File: src/rtl/traffic_phase_scheduler.sv
// Chooses the next NS/EW phase and its green time from vehicle demand and pedestrian
// requests, then hands it to the light FSM through a valid/ready command.
module traffic_phase_scheduler #(
    parameter int unsigned BASE_GREEN    = 100,
    parameter int unsigned PER_VEHICLE   = 20,
    parameter int unsigned MAX_GREEN     = 300,
    parameter int unsigned PED_MIN_GREEN = 200,
    parameter int unsigned TEST_GREEN    = 10,
    parameter int unsigned MAX_HOLDS     = 3
) (
    input  logic        clock_i,
    input  logic        reset_n_i,
    input  logic [2:0]  vcount_northbound_i,
    input  logic [2:0]  vcount_southbound_i,
    input  logic [2:0]  vcount_eastbound_i,
    input  logic [2:0]  vcount_westbound_i,
    input  logic        ped_button_ns_i,
    input  logic        ped_button_ew_i,
    input  logic        test_mode_i,
    input  logic        phase_ready_i,
    input  logic        phase_done_i,
    output logic        phase_valid_o,
    output logic        phase_sel_o,
    output logic [15:0] green_time_o,
    output logic        ped_walk_o,
    output logic        ped_pending_ns_o,
    output logic        ped_pending_ew_o,
    output logic [15:0] phase_count_o
);

    localparam int unsigned HW = $clog2(MAX_HOLDS + 1);

    typedef enum logic [1:0] {
        ST_INIT,
        ST_DECIDE,
        ST_ISSUE,
        ST_ACTIVE
    } state_t;

    state_t        state_reg, state_next;
    logic          cur_dir_reg;
    logic          first_reg;
    logic [HW-1:0] hold_count_reg;
    logic          pend_ns_reg, pend_ew_reg;
    logic          phase_valid_reg, phase_sel_reg, ped_walk_reg;
    logic [15:0]   green_time_reg, phase_count_reg;

    logic [3:0]    dem_ns, dem_ew, dem_cur, dem_oth, dem_sel;
    logic          oth_pending, switch_dir;
    logic          sel_next, walk_next;
    logic [HW-1:0] hold_next;
    logic [15:0]   g_calc, green_next;
    logic          accept, consume_ns, consume_ew;

    // State register
    always_ff @(posedge clock_i or negedge reset_n_i) begin
        if (!reset_n_i) begin
            state_reg <= ST_INIT;
        end else begin
            state_reg <= state_next;
        end
    end

    // Next-state logic
    always_comb begin
        state_next = state_reg;
        case (state_reg)
            ST_INIT:   state_next = ST_DECIDE;
            ST_DECIDE: state_next = ST_ISSUE;
            ST_ISSUE:  if (phase_ready_i) state_next = ST_ACTIVE;
            ST_ACTIVE: if (phase_done_i) state_next = ST_DECIDE;
            default:   state_next = ST_INIT;
        endcase
    end

    // Decision logic: direction, hold counter, green time and walk flag
    always_comb begin
        dem_ns      = {1'b0, vcount_northbound_i} + {1'b0, vcount_southbound_i};
        dem_ew      = {1'b0, vcount_eastbound_i} + {1'b0, vcount_westbound_i};
        dem_cur     = cur_dir_reg ? dem_ew : dem_ns;
        dem_oth     = cur_dir_reg ? dem_ns : dem_ew;
        oth_pending = cur_dir_reg ? pend_ns_reg : pend_ew_reg;

        switch_dir = oth_pending ||
                     ((dem_oth != 4'd0) &&
                      ((dem_oth >= dem_cur) || (hold_count_reg >= HW'(MAX_HOLDS))));

        // The very first decision after reset always serves NS and starts a fresh hold run
        if (first_reg) begin
            sel_next  = 1'b0;
            hold_next = '0;
        end else if (switch_dir) begin
            sel_next  = ~cur_dir_reg;
            hold_next = '0;
        end else begin
            sel_next  = cur_dir_reg;
            hold_next = (hold_count_reg >= HW'(MAX_HOLDS)) ? HW'(MAX_HOLDS)
                                                           : hold_count_reg + HW'(1);
        end

        dem_sel   = sel_next ? dem_ew : dem_ns;
        walk_next = sel_next ? pend_ew_reg : pend_ns_reg;

        g_calc = 16'(BASE_GREEN) + 16'(dem_sel) * 16'(PER_VEHICLE);
        if (g_calc > 16'(MAX_GREEN)) begin
            green_next = 16'(MAX_GREEN);
        end else begin
            green_next = g_calc;
        end
        if (walk_next && (green_next < 16'(PED_MIN_GREEN))) begin
            green_next = 16'(PED_MIN_GREEN);
        end
        if (test_mode_i) begin
            green_next = 16'(TEST_GREEN);
        end
    end

    assign accept     = (state_reg == ST_ISSUE) && phase_ready_i;
    assign consume_ns = accept && ped_walk_reg && !phase_sel_reg;
    assign consume_ew = accept && ped_walk_reg && phase_sel_reg;

    // Pedestrian latches: a press coinciding with the consuming accept survives
    always_ff @(posedge clock_i or negedge reset_n_i) begin
        if (!reset_n_i) begin
            pend_ns_reg <= 1'b0;
            pend_ew_reg <= 1'b0;
        end else begin
            pend_ns_reg <= (pend_ns_reg & ~consume_ns) | ped_button_ns_i;
            pend_ew_reg <= (pend_ew_reg & ~consume_ew) | ped_button_ew_i;
        end
    end

    // Command and bookkeeping registers
    always_ff @(posedge clock_i or negedge reset_n_i) begin
        if (!reset_n_i) begin
            cur_dir_reg     <= 1'b0;
            first_reg       <= 1'b1;
            hold_count_reg  <= '0;
            phase_valid_reg <= 1'b0;
            phase_sel_reg   <= 1'b0;
            green_time_reg  <= '0;
            ped_walk_reg    <= 1'b0;
            phase_count_reg <= '0;
        end else begin
            case (state_reg)
                ST_INIT: begin
                    cur_dir_reg <= 1'b0;
                end
                ST_DECIDE: begin
                    phase_valid_reg <= 1'b1;
                    phase_sel_reg   <= sel_next;
                    green_time_reg  <= green_next;
                    ped_walk_reg    <= walk_next;
                    cur_dir_reg     <= sel_next;
                    hold_count_reg  <= hold_next;
                    first_reg       <= 1'b0;
                end
                ST_ISSUE: begin
                    if (phase_ready_i) begin
                        phase_valid_reg <= 1'b0;
                        phase_count_reg <= phase_count_reg + 16'd1;
                    end
                end
                default: ;
            endcase
        end
    end

    assign phase_valid_o    = phase_valid_reg;
    assign phase_sel_o      = phase_sel_reg;
    assign green_time_o     = green_time_reg;
    assign ped_walk_o       = ped_walk_reg;
    assign ped_pending_ns_o = pend_ns_reg;
    assign ped_pending_ew_o = pend_ew_reg;
    assign phase_count_o    = phase_count_reg;

endmodule

File: config.mk
export PLATFORM = sky130hd
export DESIGN_NAME = traffic_phase_scheduler
export DESIGN_NICKNAME = d
export VERILOG_FILES = /design/src/rtl/traffic_phase_scheduler.sv
export SDC_FILE = /design/constraint.sdc
export NUM_CORES = 1
export LEC_CHECK = 0
export ABC_AREA = 0
export CAP_MARGIN = 20
export CORE_UTILIZATION = 45
export CTS_CLUSTER_SIZE = 14
export DETAILED_ROUTE_END_ITERATION = 8
export GPL_TIMING_DRIVEN = 0
export PLACE_DENSITY = 0.74
export SYNTH_ARGS = -nofsm -noshare
export SYNTH_HDL_FRONTEND = slang
export SYNTH_SLANG_ARGS = --single-unit
File: constraint.sdc
create_clock -name clock_i -period 7.1 [get_ports clock_i]
set_clock_uncertainty 0.15 [all_clocks]
set_input_delay 0.71 -clock clock_i [delete_from_list [all_inputs] [get_ports clock_i]]
set_output_delay 0.71 -clock clock_i [all_outputs]
set_load 0.05 [all_outputs]
# --- Word-level counts from Yosys, hierarchy flattened ---
# Index checks and enable logic that the tools add are counted.
totals:
  ff_bits: 43
  out_inout_bits: 37
  elab_cells: 68
classes:
  n_mux: 19
  n_addsub: 5
  n_eq_ne: 5
  mul: 1
  n_reduce_logical: 16
  bitwise_logic: 7
  magnitude_cmp: 4
ops:
  columns: ["operator", "count"]
  rows:
  - ["$mux 16", 2]
  - ["$add 16x1->16 const B", 1]
  - ["$lt 16x8->1 const B", 1]
  - ["$mux 4", 3]
  - ["$add 7x9->10 const A", 1]
  - ["$gt 10x9->1 const B", 1]
  - ["$mux 10", 1]
  - ["$mux 2", 5]
  - ["$add 3x3->4", 2]
  - ["$pmux 2 s4", 1]
  - ["$mul 4x3->7 const B", 1]
  - ["$logic_and 1x1->1", 6]
  - ["$reduce_and 2->1", 3]
  - ["$mux 1", 5]
  - ["$eq 2x2->1 const B", 2]
  - ["$ge 4x4->1", 1]
  - ["$ne 2x2->1 const B", 2]
  - ["$pmux 1 s2", 2]
  - ["$reduce_bool 2->1", 2]
  - ["$reduce_bool 4->1", 1]
  - ["$not 1->1", 3]
  - ["$add 2x1->2 const B", 1]
  - ["$and 1x1->1", 2]
  - ["$eq 2x1->1 const B", 1]
  - ["5 further kinds", 7]

# --- Depth between registers and ports, before layout ---
logic_depth:
  ltp_word: 17
  ltp_mapped: 25
  mapped_depth_nobuf: 25

# --- Least setup slack after synthesis ---
# Ideal clock, no wire load.
synth_timing:
  path_kind: "input port to flip-flop"
  from: "input vcount_northbound_i[0]"
  to: "register green_time_reg[3], in the netlist green_time_o[3]"
  path_slack_ns: 0.917
  required_time_ns: 6.824
  arrival_ns: 5.907
  cell_stages: 21
  path_buffers: 0
  path_cell_list: "ha_1 -> fa_1 -> xnor2_2 -> mux2i_2 -> ha_1 -> a21oi_1 -> o21ai_0 -> a221o_1 -> o221a_2 -> nor2_4 -> mux2_2 -> ha_1 -> ha_1 -> inv_1 -> fa_1 -> inv_1 -> nor4_4 -> mux2_1 -> o221a_1 -> o21bai_1 -> o32a_1"
synth_via:
  elab_chain_cells: 17
synth_lines:
  columns: ["element", "line", "rtl"]
  rows:
  - ["from (decl)", "13", "input logic [2:0] vcount_northbound_i,"]
  - ["$add 3x3->4 *", "78", "dem_ns = {1'b0, vcount_northbound_i} + {1'b0, vcount_southbound_i};"]
  - ["$mux 4 (on tied branches)", "81, 80", null]
  - ["$ge 4x4->1", "86", "((dem_oth >= dem_cur) || (hold_count_reg >= HW'(MAX_HOLDS))));"]
  - ["$logic_or 1x1->1", "86", null]
  - ["$logic_and 1x1->1", "85", "((dem_oth != 4'd0) &&"]
  - ["$logic_or 1x1->1", "84", "switch_dir = oth_pending ||"]
  - ["$mux 1", "92", "end else if (switch_dir) begin"]
  - ["$mux 1", "89", "if (first_reg) begin"]
  - ["$mux 4", "101", "dem_sel = sel_next ? dem_ew : dem_ns;"]
  - ["$mul 4x3->7", "104", "g_calc = 16'(BASE_GREEN) + 16'(dem_sel) * 16'(PER_VEHICLE);"]
  - ["$add 7x9->10", "104", null]
  - ["$gt 10x9->1", "105", "if (g_calc > 16'(MAX_GREEN)) begin"]
  - ["$mux 10", "105", null]
  - ["$lt 16x8->1", "110", "if (walk_next && (green_next < 16'(PED_MIN_GREEN))) begin"]
  - ["$logic_and 1x1->1", "110", null]
  - ["$mux 16 *", "110", null]
  - ["$mux 16 *", "113", "if (test_mode_i) begin"]
  - ["to (signal assigned)", "152", "green_time_reg <= green_next;"]
  - ["to (decl)", "46", "logic [15:0] green_time_reg, phase_count_reg;"]
# Mark *: on every way between the ends. The rest lies on a longest branch, timed or not.
# A chain may end at the register's enable or synchronous reset.

# --- Worst setup path after layout ---
layout_timing:
  from: "input vcount_eastbound_i[0]"
  to: "register green_time_reg[3], in the netlist green_time_o[3]"
layout_via:
  elab_chain_cells: 17
layout_lines:
  columns: ["element", "line", "rtl"]
  rows:
  - ["from (decl)", "15", "input logic [2:0] vcount_eastbound_i,"]
  - ["$add 3x3->4 *", "79", "dem_ew = {1'b0, vcount_eastbound_i} + {1'b0, vcount_westbound_i};"]
  - ["$mux 4 (on tied branches)", "81, 80", null]
  - ["$ge 4x4->1", "86", null]
  - ["$logic_or 1x1->1", "86", null]
  - ["$logic_and 1x1->1", "85", null]
  - ["$logic_or 1x1->1", "84", null]
  - ["$mux 1", "92", null]
  - ["$mux 1", "89", null]
  - ["$mux 4", "101", null]
  - ["$mul 4x3->7", "104", null]
  - ["$add 7x9->10", "104", null]
  - ["$gt 10x9->1", "105", null]
  - ["$mux 10", "105", null]
  - ["$lt 16x8->1", "110", null]
  - ["$logic_and 1x1->1", "110", null]
  - ["$mux 16 *", "110", null]
  - ["$mux 16 *", "113", null]
# Marked as above.

==> results.txt <==
Inserted Clock Buffers = 5
Max Clk Rate = 149 MHz
CTS resizes = 0
Rel. slew slack = 0.477
# diodes = 0
Register area share after synthesis = 0.353
Final Wtd Congestion = 0.747
Mapped Area = 0.00256 mm^2
Status = finished clean
Initial antenna violation count = 0
Multiplexer area fraction after synthesis = 0.0606
H-tree depth = 2
Synth Register Bits = 36
CP Data Arrival Time = 6.74 ns
Area of the multi-input gates = 0.00152 mm^2
Global-route wire length before repair = 9.12 mm
Crit end category = register
Flip-flop count of the largest register after layout = 16
Reg2Reg Setup Slack = 1.03 ns
WHS Path Cells = 1
Main synth FF type = dfrtp_1
Asr flop ratio synth = 1.00
Clock sink count = 36
R2R depth = 20
Fin cells = 394
Area Growth Syn to Fin = 26.7%
Vias per Instance = 5.24
Die height = 77.4 um
Fin util = 0.589
Dpl ws = 0.0571 ns
CTS max path bufs = 2
DRT antenna net count = 0
Grt ovf = 0
Fill count = 497
NumNets Final = 365
Final setup margin = 0.390 ns
Share of cells above drive strength 1 = 0.127
Clk root buf = clkbuf_8
Mapped Avg Cell Area = 9.84 um^2
Avg WL per Cell = 13.2 um
Synth Area in Compound Gates = 0.158
Static Leak = 1.44 nW
Worst EP required = 7.13 ns
Worst R2R Start = cur_dir_reg
Syn Inst Count = 260
CTS tree = yes
Largest net degree at the start of global routing = 37
Drc violations = 0
Slew Limit Fails = 0
Startpoint Class = primary input
Final worst-path cycle share = 0.945
Clk Latency, worst-skew pair = 0.29 ns
Die width = 77.4 um
Core Region = 0.00551 mm^2
Final Setup Violations = 0
Die footprint = 0.00599 mm^2
Post-Synth Adder-Cell Area = 0.131
DRT iter0 DRCs = 83
Clk pin slew, worst setup/hold paths = 0.07 ns
Class of the worst hold path = register to register
DP Cell Count = 386
Initial core utilization = 0.465
Critical R2R Capture = green_time_o[3]
Crit Path Class = primary input to register
IO Count = 56
Dpl hpwl = 3.96 mm
Power per cell area = 422 mW/mm^2
Hold Violations, Final = 0
IO Port Bufs = 48
Number of global-route vias before repair = 1984
Maximum VDD drop = 0.257 mV
Crit path to = green_time_o[3]
Routed vias = 2064
Max-cap violations = 0
Main combinational cell family by area after synthesis = compound AO/OA/AOI/OAI gates
Final wirelength = 5.20 mm
Post-Synth XOR/XNOR Area = 0.0812
FF+latch area = 902 um^2
Unrepaired setup endpoints after global routing = no
Minimum clock period = 6.71 ns
CP Max Fanout = 7
Hold buffers post-CTS = 0
Synth warnings = 0
Worst setup path start = vcount_eastbound_i[0]
Post-CTS Setup Inserts = 0
Row cnt = 27
Worst-Margin Slew = 0.785 ns
Setup TNS = 0 ns
GR Util All Layers = 0.194
Simple-Gate Fraction of Synth Area = 0.152
Drt pass-1 iters = 4
Post-synth cell types = 54
Post-synth EDFFs = 0
[synth_stat cells (2+ instances only)]
library cell	n	area (um^2)
and2_1	3	18.8
mux2_2	8	90.1
inv_1	23	86.3
buf_4	8	60.1
and3_1	5	31.3
o21ai_0	13	65.1
nand2_1	22	82.6
ha_1	22	275
a21oi_1	10	50.1
o311ai_0	2	17.5
fa_1	3	60.1
dfrtp_1	35	876
a211o_1	4	35.0
nand4_1	5	31.3
xnor2_1	18	158
clkbuf_1	3	11.3
xnor2_2	2	32.5
o32ai_1	2	17.5
o22ai_1	5	31.3
nor2b_1	7	43.8
nand3_1	9	45.0
mux2i_1	4	40.0
nand2b_1	3	18.8
xor2_1	2	17.5
nor2_1	10	37.5
a21o_1	4	30.0
[kinds of logic (layout without fill, tap and decap cells)]
| kind of cell | count (synthesis) | count (layout) |
|---|---|---|
| AND/OR/NAND/NOR | 72 | 72 |
| AO/OA/AOI/OAI | 55 | 55 |
| flip-flops | 36 | 36 |
| buffers and inverters | 35 | 91 |
| adder cells (fa/ha/maj) | 25 | 25 |
| XOR/XNOR | 22 | 22 |
| multiplexers | 14 | 14 |
| other | 1 | 7 |
[worst max-delay path: stages]
cell and delay, ns:
clkdlybuf4s50_1 0.41, ha_1 0.23, fa_1 0.42, xnor2_2 0.19, mux2i_2 0.25, ha_1 0.29, a21oi_1 0.13, o21ai_0 0.14
a221o_1 0.40, o221a_2 0.33, nor2_4 0.22, mux2_2 0.40, ha_1 0.29, ha_1 0.16, inv_1 0.06, fa_1 0.47
inv_1 0.09, nor4_4 0.42, mux2_1 0.38, o221a_1 0.26, o21bai_1 0.19, o32a_1 0.30
[cells in the final DEF (no fill, tap or decap), drive strengths merged, types with 2 or more instances in the layout]
master	n
dfrtp	35
nor4	2
o32ai	2
inv	24
a21oi	11
conb	7
a21o	4
o22ai	5
mux2i	5
nand2	22
o21ai	13
clkinv	2
nand3	9
and2	3
xor2	2
nand4	5
fa	3
o311ai	2
and3	6
nor2b	7
nor2	11
clkdlybuf4s50	47
mux2	9
buf	9
xnor2	20
o221a	2
a211o	4
ha	22
clkbuf	9
nand2b	3
a211oi	2
[how the worst min path moves through the flow]
stage | start | to | slack [ns]
3_3_place_gp | phase_count_o[15] | phase_count_o[15] | 0.32
5_1_grt | phase_count_o[3] | phase_count_o[3] | 0.35
6_report | phase_count_o[15] | phase_count_o[15] | 0.32
3_5_place_dp | phase_count_o[15] | phase_count_o[15] | 0.33
2_1_floorplan | reset_n_i | cur_dir_reg | 0.26
4_1_cts | phase_count_o[15] | phase_count_o[15] | 0.33
[per-stage QoR]
| step | power [mW] | area, um^2 | hold WS [ns] |
|---|---|---|---|
| after global placement | 1.20 | 3150 | 0.315 |
| after global routing | 1.48 | 3240 | 0.353 |
| after CTS | 1.37 | 3240 | 0.334 |
| after floorplan | 0.998 | 2580 | 0.264 |
| after detailed placement | 1.21 | 3150 | 0.326 |
| final | 1.37 | 3240 | 0.323 |
[power breakdown]
group / internal, mW / switching, mW
combinational: 0.359 / 0.551
sequential: 0.259 / 0.0486
clock: 0.0774 / 0.0731
[metal layers]
metal | GRT usage | share of wire
met5 | 0 | 0
met1 | 0.261 | 0.47
met4 | 0.0736 | 0.0087
met3 | 0.0388 | 0.057
met2 | 0.305 | 0.46
[final cells by class]
type,instances,area share
Tap cell,72,0.0278
Sequential cell,36,0.278
Clock inverter,2,0.00309
Multi-Input combinational cell,195,0.469
Inverter,24,0.0278
Buffer,11,0.0220
Timing Repair Buffer,48,0.147
Clock buffer,6,0.0255
Note: power is estimated with default switching activity, not from simulation.
